$ cat config.mk
export PLATFORM = sky130hd
export DESIGN_NAME = gb_capture_ctrl
export DESIGN_NICKNAME = d
export VERILOG_FILES = /design/src/rtl/gb_capture_ctrl.sv
export SDC_FILE = /design/constraint.sdc
export NUM_CORES = 1
export LEC_CHECK = 0
export CAP_MARGIN = 20
export CORE_MARGIN = 4
export CORE_UTILIZATION = 30
export CTS_CLUSTER_SIZE = 40
export DETAILED_ROUTE_END_ITERATION = 10
export PLACE_DENSITY = 0.56
export SETUP_SLACK_MARGIN = 0.2
export SYNTH_ARGS = -nofsm -noshare
export SYNTH_HDL_FRONTEND = slang
export SYNTH_SLANG_ARGS = --single-unit
$ cat constraint.sdc
create_clock -name clk -period 4.08 [get_ports clk]
set_input_delay 1.02 -clock clk [delete_from_list [all_inputs] [get_ports clk]]
set_output_delay 1.02 -clock clk [all_outputs]
set_load 0.02 [all_outputs]
$ cat src/rtl/gb_capture_ctrl.sv
// Samples the Game Boy LCD pins in the VGA clock domain and writes each pixel into a double-buffered 2 bpp framebuffer.
// A pixel is written 2 clk after its falling pixel-clock edge is first sampled; banks swap only after a full frame, during VGA vblank.
module gb_capture_ctrl #(
   parameter int H_PIXELS   = 160,
   parameter int V_PIXELS   = 144,
   parameter int ADDR_WIDTH = 15
) (
   input  logic                  clk,
   input  logic                  rst,
   input  logic                  gb_px_clk,
   input  logic                  gb_hsync,
   input  logic                  gb_vsync,
   input  logic [1:0]            gb_dat,
   input  logic                  enable,
   input  logic                  vga_vblank,
   output logic [ADDR_WIDTH:0]   fb_waddr,
   output logic [1:0]            fb_wdata,
   output logic                  fb_we,
   output logic                  wr_bank,
   output logic                  rd_bank,
   output logic                  frame_done,
   output logic                  frame_err,
   output logic                  busy
);
   localparam int XW = $clog2(H_PIXELS + 1);
   localparam int YW = (V_PIXELS > 1) ? $clog2(V_PIXELS) : 1;
   localparam logic [XW-1:0]         X_LAST    = XW'(H_PIXELS - 1);
   localparam logic [YW-1:0]         Y_LAST    = YW'(V_PIXELS - 1);
   localparam logic [ADDR_WIDTH-1:0] LINE_STEP = ADDR_WIDTH'(H_PIXELS);

   localparam logic [1:0] IDLE      = 2'd0;
   localparam logic [1:0] LINE_WAIT = 2'd1;
   localparam logic [1:0] CAPTURE   = 2'd2;

   // Bit 0 is the first sync flop, bit 1 the second, bit 2 the edge-history flop.
   logic [2:0] px_sync, hs_sync, vs_sync;
   logic [1:0] dat_s1, dat_s2;
   logic [1:0] arm_cnt;
   logic       edges_on, px_fall, hs_rise, vs_rise;

   logic [1:0]            state;
   logic [XW-1:0]         x;
   logic [YW-1:0]         y;
   logic [ADDR_WIDTH-1:0] base, offset;
   logic                  swap_pend;

   always_ff @(posedge clk or posedge rst) begin
      if (rst) begin
         px_sync <= '0;
         hs_sync <= '0;
         vs_sync <= '0;
         dat_s1  <= '0;
         dat_s2  <= '0;
         arm_cnt <= '0;
      end else begin
         px_sync <= {px_sync[1:0], gb_px_clk};
         hs_sync <= {hs_sync[1:0], gb_hsync};
         vs_sync <= {vs_sync[1:0], gb_vsync};
         dat_s1  <= gb_dat;
         dat_s2  <= dat_s1;
         if (arm_cnt != 2'd3)
            arm_cnt <= arm_cnt + 2'd1;
      end
   end

   // Pins already high at reset release would otherwise look like rising edges.
   assign edges_on = (arm_cnt == 2'd3);
   assign px_fall  = edges_on & ~px_sync[1] &  px_sync[2];
   assign hs_rise  = edges_on &  hs_sync[1] & ~hs_sync[2];
   assign vs_rise  = edges_on &  vs_sync[1] & ~vs_sync[2];

   assign offset  = base + ADDR_WIDTH'(x);
   assign busy    = (state != IDLE);
   assign rd_bank = ~wr_bank;

   always_ff @(posedge clk or posedge rst) begin
      if (rst) begin
         state      <= IDLE;
         x          <= '0;
         y          <= '0;
         base       <= '0;
         swap_pend  <= 1'b0;
         wr_bank    <= 1'b0;
         fb_we      <= 1'b0;
         fb_waddr   <= '0;
         fb_wdata   <= '0;
         frame_done <= 1'b0;
         frame_err  <= 1'b0;
      end else begin
         fb_we      <= 1'b0;
         frame_done <= 1'b0;
         frame_err  <= 1'b0;

         if (swap_pend && vga_vblank) begin
            wr_bank   <= ~wr_bank;
            swap_pend <= 1'b0;
         end

         case (state)
            IDLE: begin
               // A finished frame still waiting for its swap blocks the next one.
               if (vs_rise && enable && !swap_pend) begin
                  x     <= '0;
                  y     <= '0;
                  base  <= '0;
                  state <= hs_rise ? CAPTURE : LINE_WAIT;
               end
            end
            LINE_WAIT, CAPTURE: begin
               if (vs_rise) begin
                  frame_err <= 1'b1;
                  x         <= '0;
                  y         <= '0;
                  base      <= '0;
                  state     <= hs_rise ? CAPTURE : LINE_WAIT;
               end else if (hs_rise) begin
                  x <= '0;
                  if (state == CAPTURE) begin
                     frame_err <= 1'b1;
                     state     <= IDLE;
                  end else begin
                     state <= CAPTURE;
                  end
               end else if (px_fall && state == CAPTURE && x <= X_LAST) begin
                  fb_we    <= 1'b1;
                  fb_waddr <= {wr_bank, offset};
                  fb_wdata <= dat_s2;
                  x        <= x + 1'b1;
                  if (x == X_LAST) begin
                     if (y == Y_LAST) begin
                        frame_done <= 1'b1;
                        swap_pend  <= 1'b1;
                        state      <= IDLE;
                     end else begin
                        y     <= y + 1'b1;
                        base  <= base + LINE_STEP;
                        state <= LINE_WAIT;
                     end
                  end
               end
            end
            default: state <= IDLE;
         endcase
      end
   end
endmodule
Word-level counts from Yosys, hierarchy flattened. Index checks and enable logic that the tools add are counted.

$add $sub $neg: 5. Order comparisons: 1. Equal/unequal tests: 13. Mux-type cells: 48. Bitwise operators: 12. Reductions and logical operators: 14.

Operator list (count): 15-bit two-way mux (6); 8-bit two-way mux (9); 8-bit case mux with 2 select lines (2); 15-bit case mux with 2 select lines (1); 1-bit two-way mux (22); 8-bit by 1-bit adder with 8-bit output, second input constant (2); 8-bit equality test, second input constant (2); 15-bit by 8-bit adder with 15-bit output (1); 15-bit by 8-bit adder with 15-bit output, second input constant (1); 2-bit two-way mux (7); 3-bit != test, second input constant (4); 8-bit <= comparator, second input constant (1); 4-bit != test, second input constant (2); 1-bit bitwise AND (6); 1-bit NOT (6); 3-bit AND reduction (2); 6-bit AND reduction (1); 1-bit logical AND (5); 2-bit equality test, second input constant (2); 2-bit != test, second input constant (2); 2-bit case mux with 2 select lines (1); 4-bit AND reduction (1); 2-bit nonzero test (2); 2-bit by 1-bit adder with 2-bit output, second input constant (1); other kinds (4) (4).

Register bits: 71. Input port bits: 9. Output and inout bits: 24. Word-level logic and storage cells: 110.

Logic depth before layout (Yosys ltp). Gate-level depths: netlist of run 1.

Depth after elaboration: 9. Depth in mapped cells: 9. Depth with buffers taken out: 7.

Least setup slack after synthesis of run 1. OpenSTA, ideal clock, no wires.

Path kind: input to register. Start point: input enable. End point: register base[14]. Library setup time: 0.122 ns. Data arrival time: 2.011 ns. Data required time: 3.958 ns. Setup slack: 1.947 ns. Cell stages on the path: 5. Path buffers: 1. Path through: nand3b_1 -> o21ai_4 -> nand3_1 -> clkbuf_1 -> a32o_1.

Cells in the longest elaborated chain, start to end: 4.

Ends and longest elaborated chain: start, declared (line 14) `input logic enable,`; 1-bit logical AND (2 in a row) (line 102) `if (vs_rise && enable && !swap_pend) begin`; 2-bit != test (no source line); 6-bit AND reduction (no source line); end signal, assigned (line 136) `base <= base + LINE_STEP;`; end, declared (line 44) `logic [ADDR_WIDTH-1:0] base, offset;`.

No other way between the ends. A chain may end at the register's enable or synchronous reset.

Worst setup path after layout of run 1.
Start point: register state[0]. End point: output busy.

Cells in the longest elaborated chain, start to end: 1.

Ends and longest elaborated chain: start, declared (line 41) `logic [1:0] state;`; start signal, assigned (line 106) `state <= hs_rise ? CAPTURE : LINE_WAIT;`; start signal, assigned (line 115) `state <= hs_rise ? CAPTURE : LINE_WAIT;`; 2-bit nonzero test (line 73) `assign busy = (state != IDLE);`; end, declared (line 23) `output logic busy`.

No other way between the ends.

==> results of run 1 <==
[cell families after synthesis]
| logic type | count (synthesis) | synth area share (%) |
|---|---|---|
| XOR/XNOR | 18 | 4.982 |
| adder cells (fa/ha/maj) | 10 | 3.954 |
| AND/OR/NAND/NOR | 113 | 20.56 |
| multiplexers | 11 | 3.915 |
| flip-flops | 66 | 52.19 |
| AO/OA/AOI/OAI | 59 | 11.78 |
| buffers and inverters | 18 | 2.610 |
[through the flow]
stage               utilization (%)  hold WS, ps  setup WS, ps  cells
floorplan                         -        331.2          1405    295
global placement              35.23        333.4          1040    455
detailed placement            35.23        336.5         982.7    455
CTS                           36.96        353.0          1272    469
global route                  36.96        358.1          1172    469
finish                        36.96        349.3          1285    469
[registers in the layout, summed over array words and instances, names as in the netlist]
name / cells
fb_waddr: 16
base: 10
x: 8
y: 8
hs_sync: 3
px_sync: 3
vs_sync: 3
arm_cnt: 2
dat_s1: 2
dat_s2: 2
fb_wdata: 2
state: 2
fb_we: 1
frame_done: 1
frame_err: 1
swap_pend: 1
wr_bank: 1
[layer usage]
metal  track usage [%]  vias to the layer above
met5                 0                        -
met3             3.985                        4
met1             14.50                     1109
met4             3.448                        0
li1                  -                     1147
met2             16.30                       43
[synthesized netlist by cell type (2+ instances only)]
cell / instances / area share [%]
mux2_2: 11 / 3.9
and3_1: 6 / 1.2
o211ai_1: 2 / 0.47
nor2b_1: 5 / 0.99
nand4_1: 8 / 1.6
nand3_1: 13 / 2.1
xor2_1: 5 / 1.4
a32o_1: 2 / 0.63
nor4_1: 5 / 0.99
a21o_1: 3 / 0.71
nor2_1: 14 / 1.7
inv_1: 7 / 0.83
and4_1: 3 / 0.83
nor4b_1: 2 / 0.55
o31ai_1: 9 / 2.1
o21a_1: 2 / 0.47
and3b_1: 2 / 0.55
buf_6: 2 / 0.71
nand3b_1: 2 / 0.47
or3_1: 5 / 0.99
a21oi_1: 10 / 1.6
clkbuf_1: 8 / 0.95
nor3_1: 7 / 1.1
dfrtp_1: 66 / 52
nand2_1: 27 / 3.2
nand4b_1: 3 / 0.83
ha_1: 10 / 4.0
o21ai_1: 8 / 1.3
o21ai_0: 17 / 2.7
xnor2_1: 13 / 3.6
[final cells by class]
cell class | instances | area (µm²) | share of cell area [%]
Clock buffer | 12 | 165.2 | 4.348
Inverter | 7 | 26.28 | 0.6917
Timing Repair Buffer | 35 | 342.8 | 9.025
Clock inverter | 2 | 12.51 | 0.3294
Multi-Input combinational cell | 211 | 1430 | 37.65
Tap cell | 136 | 170.2 | 4.480
Sequential cell | 66 | 1652 | 43.48
[path summary, 6_finish.rpt]
path                            cells after the start           end  slack [ps]       from
max in group asynchronous                           3    vs_sync[0]        2100        rst
worst max-delay path                                4          busy        1290   state[0]
worst min register to register                      0     dat_s2[1]         350  dat_s1[1]
min in group asynchronous                           2  fb_waddr[15]        1080        rst
worst min-delay path                                0     dat_s2[1]         350  dat_s1[1]
worst max register to register                      7       base[9]        1390   state[0]
[placed cells by master (no fill, tap or decap), types with 2 or more instances in the layout]
| cell type | count |
|---|---|
| clkbuf_8 | 12 |
| nor2_1 | 14 |
| or3_1 | 5 |
| nand3b_1 | 2 |
| xnor2_1 | 13 |
| nor4_1 | 5 |
| and3_1 | 6 |
| nor2b_1 | 5 |
| a21o_1 | 3 |
| o21ai_0 | 17 |
| nand4_1 | 8 |
| nand2_1 | 27 |
| xor2_1 | 5 |
| and4_1 | 3 |
| inv_1 | 6 |
| nand3_1 | 13 |
| o211ai_1 | 2 |
| nor3_1 | 7 |
| a21oi_1 | 10 |
| o21ai_1 | 8 |
| buf_4 | 3 |
| nor4b_1 | 2 |
| dfrtp_1 | 66 |
| clkdlybuf4s50_1 | 32 |
| o21a_1 | 2 |
| o31ai_1 | 9 |
| nand4b_1 | 3 |
| mux2_2 | 11 |
| ha_1 | 10 |
| a32o_1 | 2 |
| and3b_1 | 2 |
[power groups by stage]
| stage | sequential [µW] | clock [µW] | combinational (µW) |
|---|---|---|---|
| global route | 707 | 545 | 486 |
| floorplan | 732 | 0 | 291 |
| global placement | 715 | 0 | 434 |
| detailed placement | 717 | 0 | 443 |
| CTS | 704 | 514 | 445 |
| finish | 704 | 495 | 441 |
==> results.py, run 1 <==
metrics = {
    "pwr": {
        "seq_power_share_pct": 42.9,
        "peakVddDrop_v": 0.0002911,
        "pwr-share-comb_pct": 26.9,
        "power_uw": 1640,
        "p_int_uw": 1112,
        "p_leak_uw": 0.001614,
        "power.switching_uw": 528.1,
        "p_per_area_nw_per_um2": 431.7,
        "clockPowerShare_pct": 30.2,
        "switching_share_pct": 32.20,
    },
    "logic_synthesis": {
        "synth_cell_type_count": 48,
        "async_flop_share_pct": 100.0,
        "synth_edf_count": 0,
        "synth_area_um2": 3164,
        "ys_ff_latch": 66,
        "yosysSeqAreaShare_pct": 52.19,
        "synthesis.instances": 295,
        "synthFlopType": "dfrtp_1",
        "syn_avg_cell_area_um2": 10.73,
        "synthesis.nets": 314,
        "yosysWarnings": 0,
    },
    "floorplanning": {
        "die_w_um": 110.7,
        "core-area_um2": 10280,
        "design.portCount": 33,
        "die_area_um2": 12250,
        "num_rows": 37,
        "initial_core_util_pct": 30.79,
        "die_y_um": 110.7,
    },
    "global_routing": {
        "antenna_found_initial": 0,
        "first_global_vias": 2226,
        "gr-usage-all-layers_pct": 10.83,
        "grt_pass1_wl_mm": 10.83,
        "overflow": 0,
        "grt_max_degree": 39,
    },
    "finish": {
        "num-fill-cells": 1037,
        "drive_gt1_share_pct": 10.81,
        "nNetsFinal": 349,
        "insertedDiodeCount": 0,
        "finalInstanceArea_um2": 3799,
        "area_growth_pct": 20.05,
    },
    "clocking": {
        "cts_root_buf": "clkbuf_8",
        "clk_latency_ps": 330,
        "cts_sinks": 66,
        "cts_tree": "yes",
        "clk_path_buf_depth": 2,
        "htree_num_levels": 3,
        "clk_pin_slew_worst_paths_ps": 70,
        "cts-resized-gates": 0,
        "post_cts_buffers": 0,
        "cts_buffers": 9,
        "ctsHoldBuffers": 0,
    },
    "outcome": {
        "status": "completed",
    },
    "sta": {
        "fmax_ghz": 0.3578,
        "slew_headroom_pct": 39.88,
        "report.final.slew_viol_count": 0,
        "skew_ps": 11.33,
        "finalHoldViolations": 0,
        "fin_setup_tns_ps": 0,
        "finalCriticalPeriod_ps": 2795,
        "tightest_slew_ps": 901.8,
        "setup_viol": 0,
        "timing.final.crit_share_pct": 68.50,
        "rsz0062_at_grt": "no",
    },
    "critical_path": {
        "critPathArrivalTime_ps": 1770,
        "crit_family": "buffers and inverters",
        "end_kind": "primary output",
        "critPathMaxStageDelay_ps": 540,
        "slowest_stage": "clkdlybuf4s50_1",
        "crit_top_cell": "inv_1",
        "critical_path_required_ps": 3060,
        "cp_num_buf_inv": 3,
        "crit_chain": "inv_1 -> ha_1 -> inv_1 -> clkdlybuf4s50_1",
        "start_kind": "register",
        "critical_path_class": "register to primary output",
        "critPathMaxFanout": 9,
    },
    "detailed_routing": {
        "totalWireLength_mm": 6.330,
        "ant_nets": 0,
        "wl_met2_mm": 2.801,
        "highest_layer": "met4",
        "vias": 2303,
        "drc_errors": 0,
        "viasPerCell": 4.910,
        "drt_iter0_drc": 99,
        "met3_length_um": 290,
        "first_pass_iters": 4,
        "wire_per_inst_um": 13.50,
        "wl_met1_mm": 3.197,
    },
    "placed_design": {
        "port_buffers": 32,
        "place_congestion": 0.7566,
        "hpwl_mm": 4.503,
        "placed_area_um2": 3621,
    },
    "run": {
        "drv_cap": 0,
    },
    "worst_hold_path": {
        "hp-class": "register to register",
    },
}
Note: power is estimated with default switching activity, not from simulation.
==> run 2: changes to the inputs <==
- PLACE_DENSITY: 0.56 -> 0.57
- clock period: 4.08 -> 2.2 ns (I/O delays scaled with it)
==> run 2 against run 1 <==
Critical path depth grew 3. Largest cell class unchanged. Critical endpoint is now base[13]. First-iteration DRC count up 20%. Clock power rose by 94%. Global-route usage increased by 0.97 points. Worst hold slack got worse by 1.4 ps. Core utilization increased by 4.6 points.
==> results.py, run 2 (synthesis gave the netlist of run 1 again) <==
metrics = {
    "floorplanning": {
        "design.portCount": 33,
        "initial_core_util_pct": 30.79,
        "num_rows": 37,
        "die_w_um": 110.7,
        "core-area_um2": 10280,
        "die_area_um2": 12250,
        "die_y_um": 110.7,
    },
    "critical_path": {
        "critPathMaxFanout": 8,
        "critPathArrivalTime_ps": 2240,
        "critical_path_required_ps": 2460,
        "start_kind": "register",
        "end_kind": "register",
        "critical_path_class": "register to register",
    },
    "finish": {
        "largest_reg_flops": 16,
        "seq_area_um2": 1652,
        "largest_register": "fb_waddr",
        "nNetsFinal": 384,
        "num-fill-cells": 1009,
        "drive_gt1_share_pct": 24.86,
        "multiInputGateArea_um2": 1593,
        "insertedDiodeCount": 0,
        "layout_commonest_cell": "dfrtp_1",
        "final_cell_mix": "66 x dfrtp_1, 31 x buf_4, 30 x clkdlybuf4s50_1",
        "reg_top3": "fb_waddr x16, base x10",
        "area_growth_pct": 34.95,
        "final_util_pct": 41.55,
    },
    "clocking": {
        "clk_pin_slew_worst_paths_ps": 70,
        "clk_path_buf_depth": 2,
        "cts_sinks": 66,
        "ctsHoldBuffers": 0,
        "htree_num_levels": 3,
        "cts_tree": "yes",
        "cts_root_buf": "clkbuf_8",
        "clk_latency_ps": 330,
        "cts_buffers": 9,
    },
    "pwr": {
        "p_int_uw": 2322,
        "peakVddDrop_v": 0.0004130,
        "pwr-share-comb_pct": 33.8,
        "seq_power_share_pct": 38.1,
        "p_leak_uw": 0.001798,
        "p_per_area_nw_per_um2": 801.6,
        "clockPowerShare_pct": 28.1,
        "power.switching_uw": 1101,
        "switching_share_pct": 32.17,
    },
    "outcome": {
        "status": "completed",
    },
    "global_routing": {
        "antenna_found_initial": 0,
        "grt_max_degree": 67,
        "gr-usage-all-layers_pct": 11.80,
        "first_global_vias": 2476,
        "grt_pass1_wl_mm": 12.00,
        "overflow": 0,
    },
    "detailed_routing": {
        "vias": 2507,
        "totalWireLength_mm": 7.046,
        "ant_nets": 0,
        "wire_per_inst_um": 13.92,
        "drt_iter0_drc": 119,
        "drc_errors": 0,
        "viasPerCell": 4.955,
        "first_pass_iters": 4,
    },
    "sta": {
        "report.final.slew_viol_count": 0,
        "tightest_slew_ps": 448.7,
        "rsz0062_at_grt": "yes",
        "fin_setup_tns_ps": 0,
        "timing.final.crit_share_pct": 90.31,
        "slew_headroom_pct": 69.67,
        "holdWs_ps": 347.9,
        "setup_slack_ps": 213.2,
        "finalHoldViolations": 0,
        "skew_ps": 6.027,
        "setup_viol": 0,
        "finalCriticalPeriod_ps": 1987,
        "fmax_ghz": 0.5033,
    },
    "worst_hold_path": {
        "hp-class": "register to register",
    },
    "run": {
        "drv_cap": 0,
    },
    "placed_design": {
        "hpwl_mm": 4.940,
        "post-place-ws_ps": -105.8,
        "port_buffers": 32,
        "place_congestion": 0.8198,
    },
}
-- run 2: worst paths after layout --
kind                            depth (start not counted)       start  slack, ps          end
worst max register to register                          7        x[1]        210     base[13]
worst max-delay path                                    7        x[1]        210     base[13]
worst min-delay path                                    0  px_sync[0]        350   px_sync[1]
min in group asynchronous                               3         rst        660  fb_wdata[0]
worst min register to register                          0  px_sync[0]        350   px_sync[1]
max in group asynchronous                               3         rst       1270     base[14]
-- run 2: final cells by class --
cell class	instances	share of cell area (%)
Inverter	7	0.7032
Tap cell	136	3.985
Sequential cell	66	38.68
Clock inverter	3	0.9376
Multi-Input combinational cell	211	37.30
Clock buffer	13	3.252
Timing Repair Buffer	70	15.15
-- run 2: repair_timing --
item                       CTS  global route
setup endpoints to repair   14            31
pin swaps                   12            13
gates resized for setup     14            29
buffers inserted            10             0
-- run 2: worst max-delay path, stage by stage, from the launching register on --
cell and delay [ps]:
dfrtp_1 400, ha_4 160, nand4_1 230, nor4_2 340, nand3_1 140, buf_6 160
or3_1 340, a21oi_1 150
-- run 2: per-layer routing --
| metal | track usage, % | vias to the layer above | routed length [µm] |
|---|---|---|---|
| li1 | - | 1214 | - |
| met1 | 15.87 | 1218 | 3297 |
| met2 | 18.20 | 69 | 3223 |
| met3 | 3.384 | 6 | 447 |
| met4 | 4.105 | 0 | 78 |
| met5 | 0 | - | 0 |
-- run 2: power by group through the flow --
stage	registers, µW	clock network (µW)	logic (µW)
global placement	1320	0	970
detailed placement	1330	0	990
CTS	1300	990	1080
global route	1310	1050	1250
floorplan	1360	0	540
finish	1300	961	1160
-- run 2: through the flow --
| step | power (µW) | cell area (µm²) | instances |
|---|---|---|---|
| 5_1_grt | 3617 | 4270 | 506 |
| 3_3_place_gp | 2295 | 3837 | 480 |
| 4_1_cts | 3370 | 4145 | 506 |
| 6_report | 3423 | 4270 | 506 |
| 2_1_floorplan | 1897 | 3169 | 295 |
| 3_5_place_dp | 2318 | 3837 | 480 |
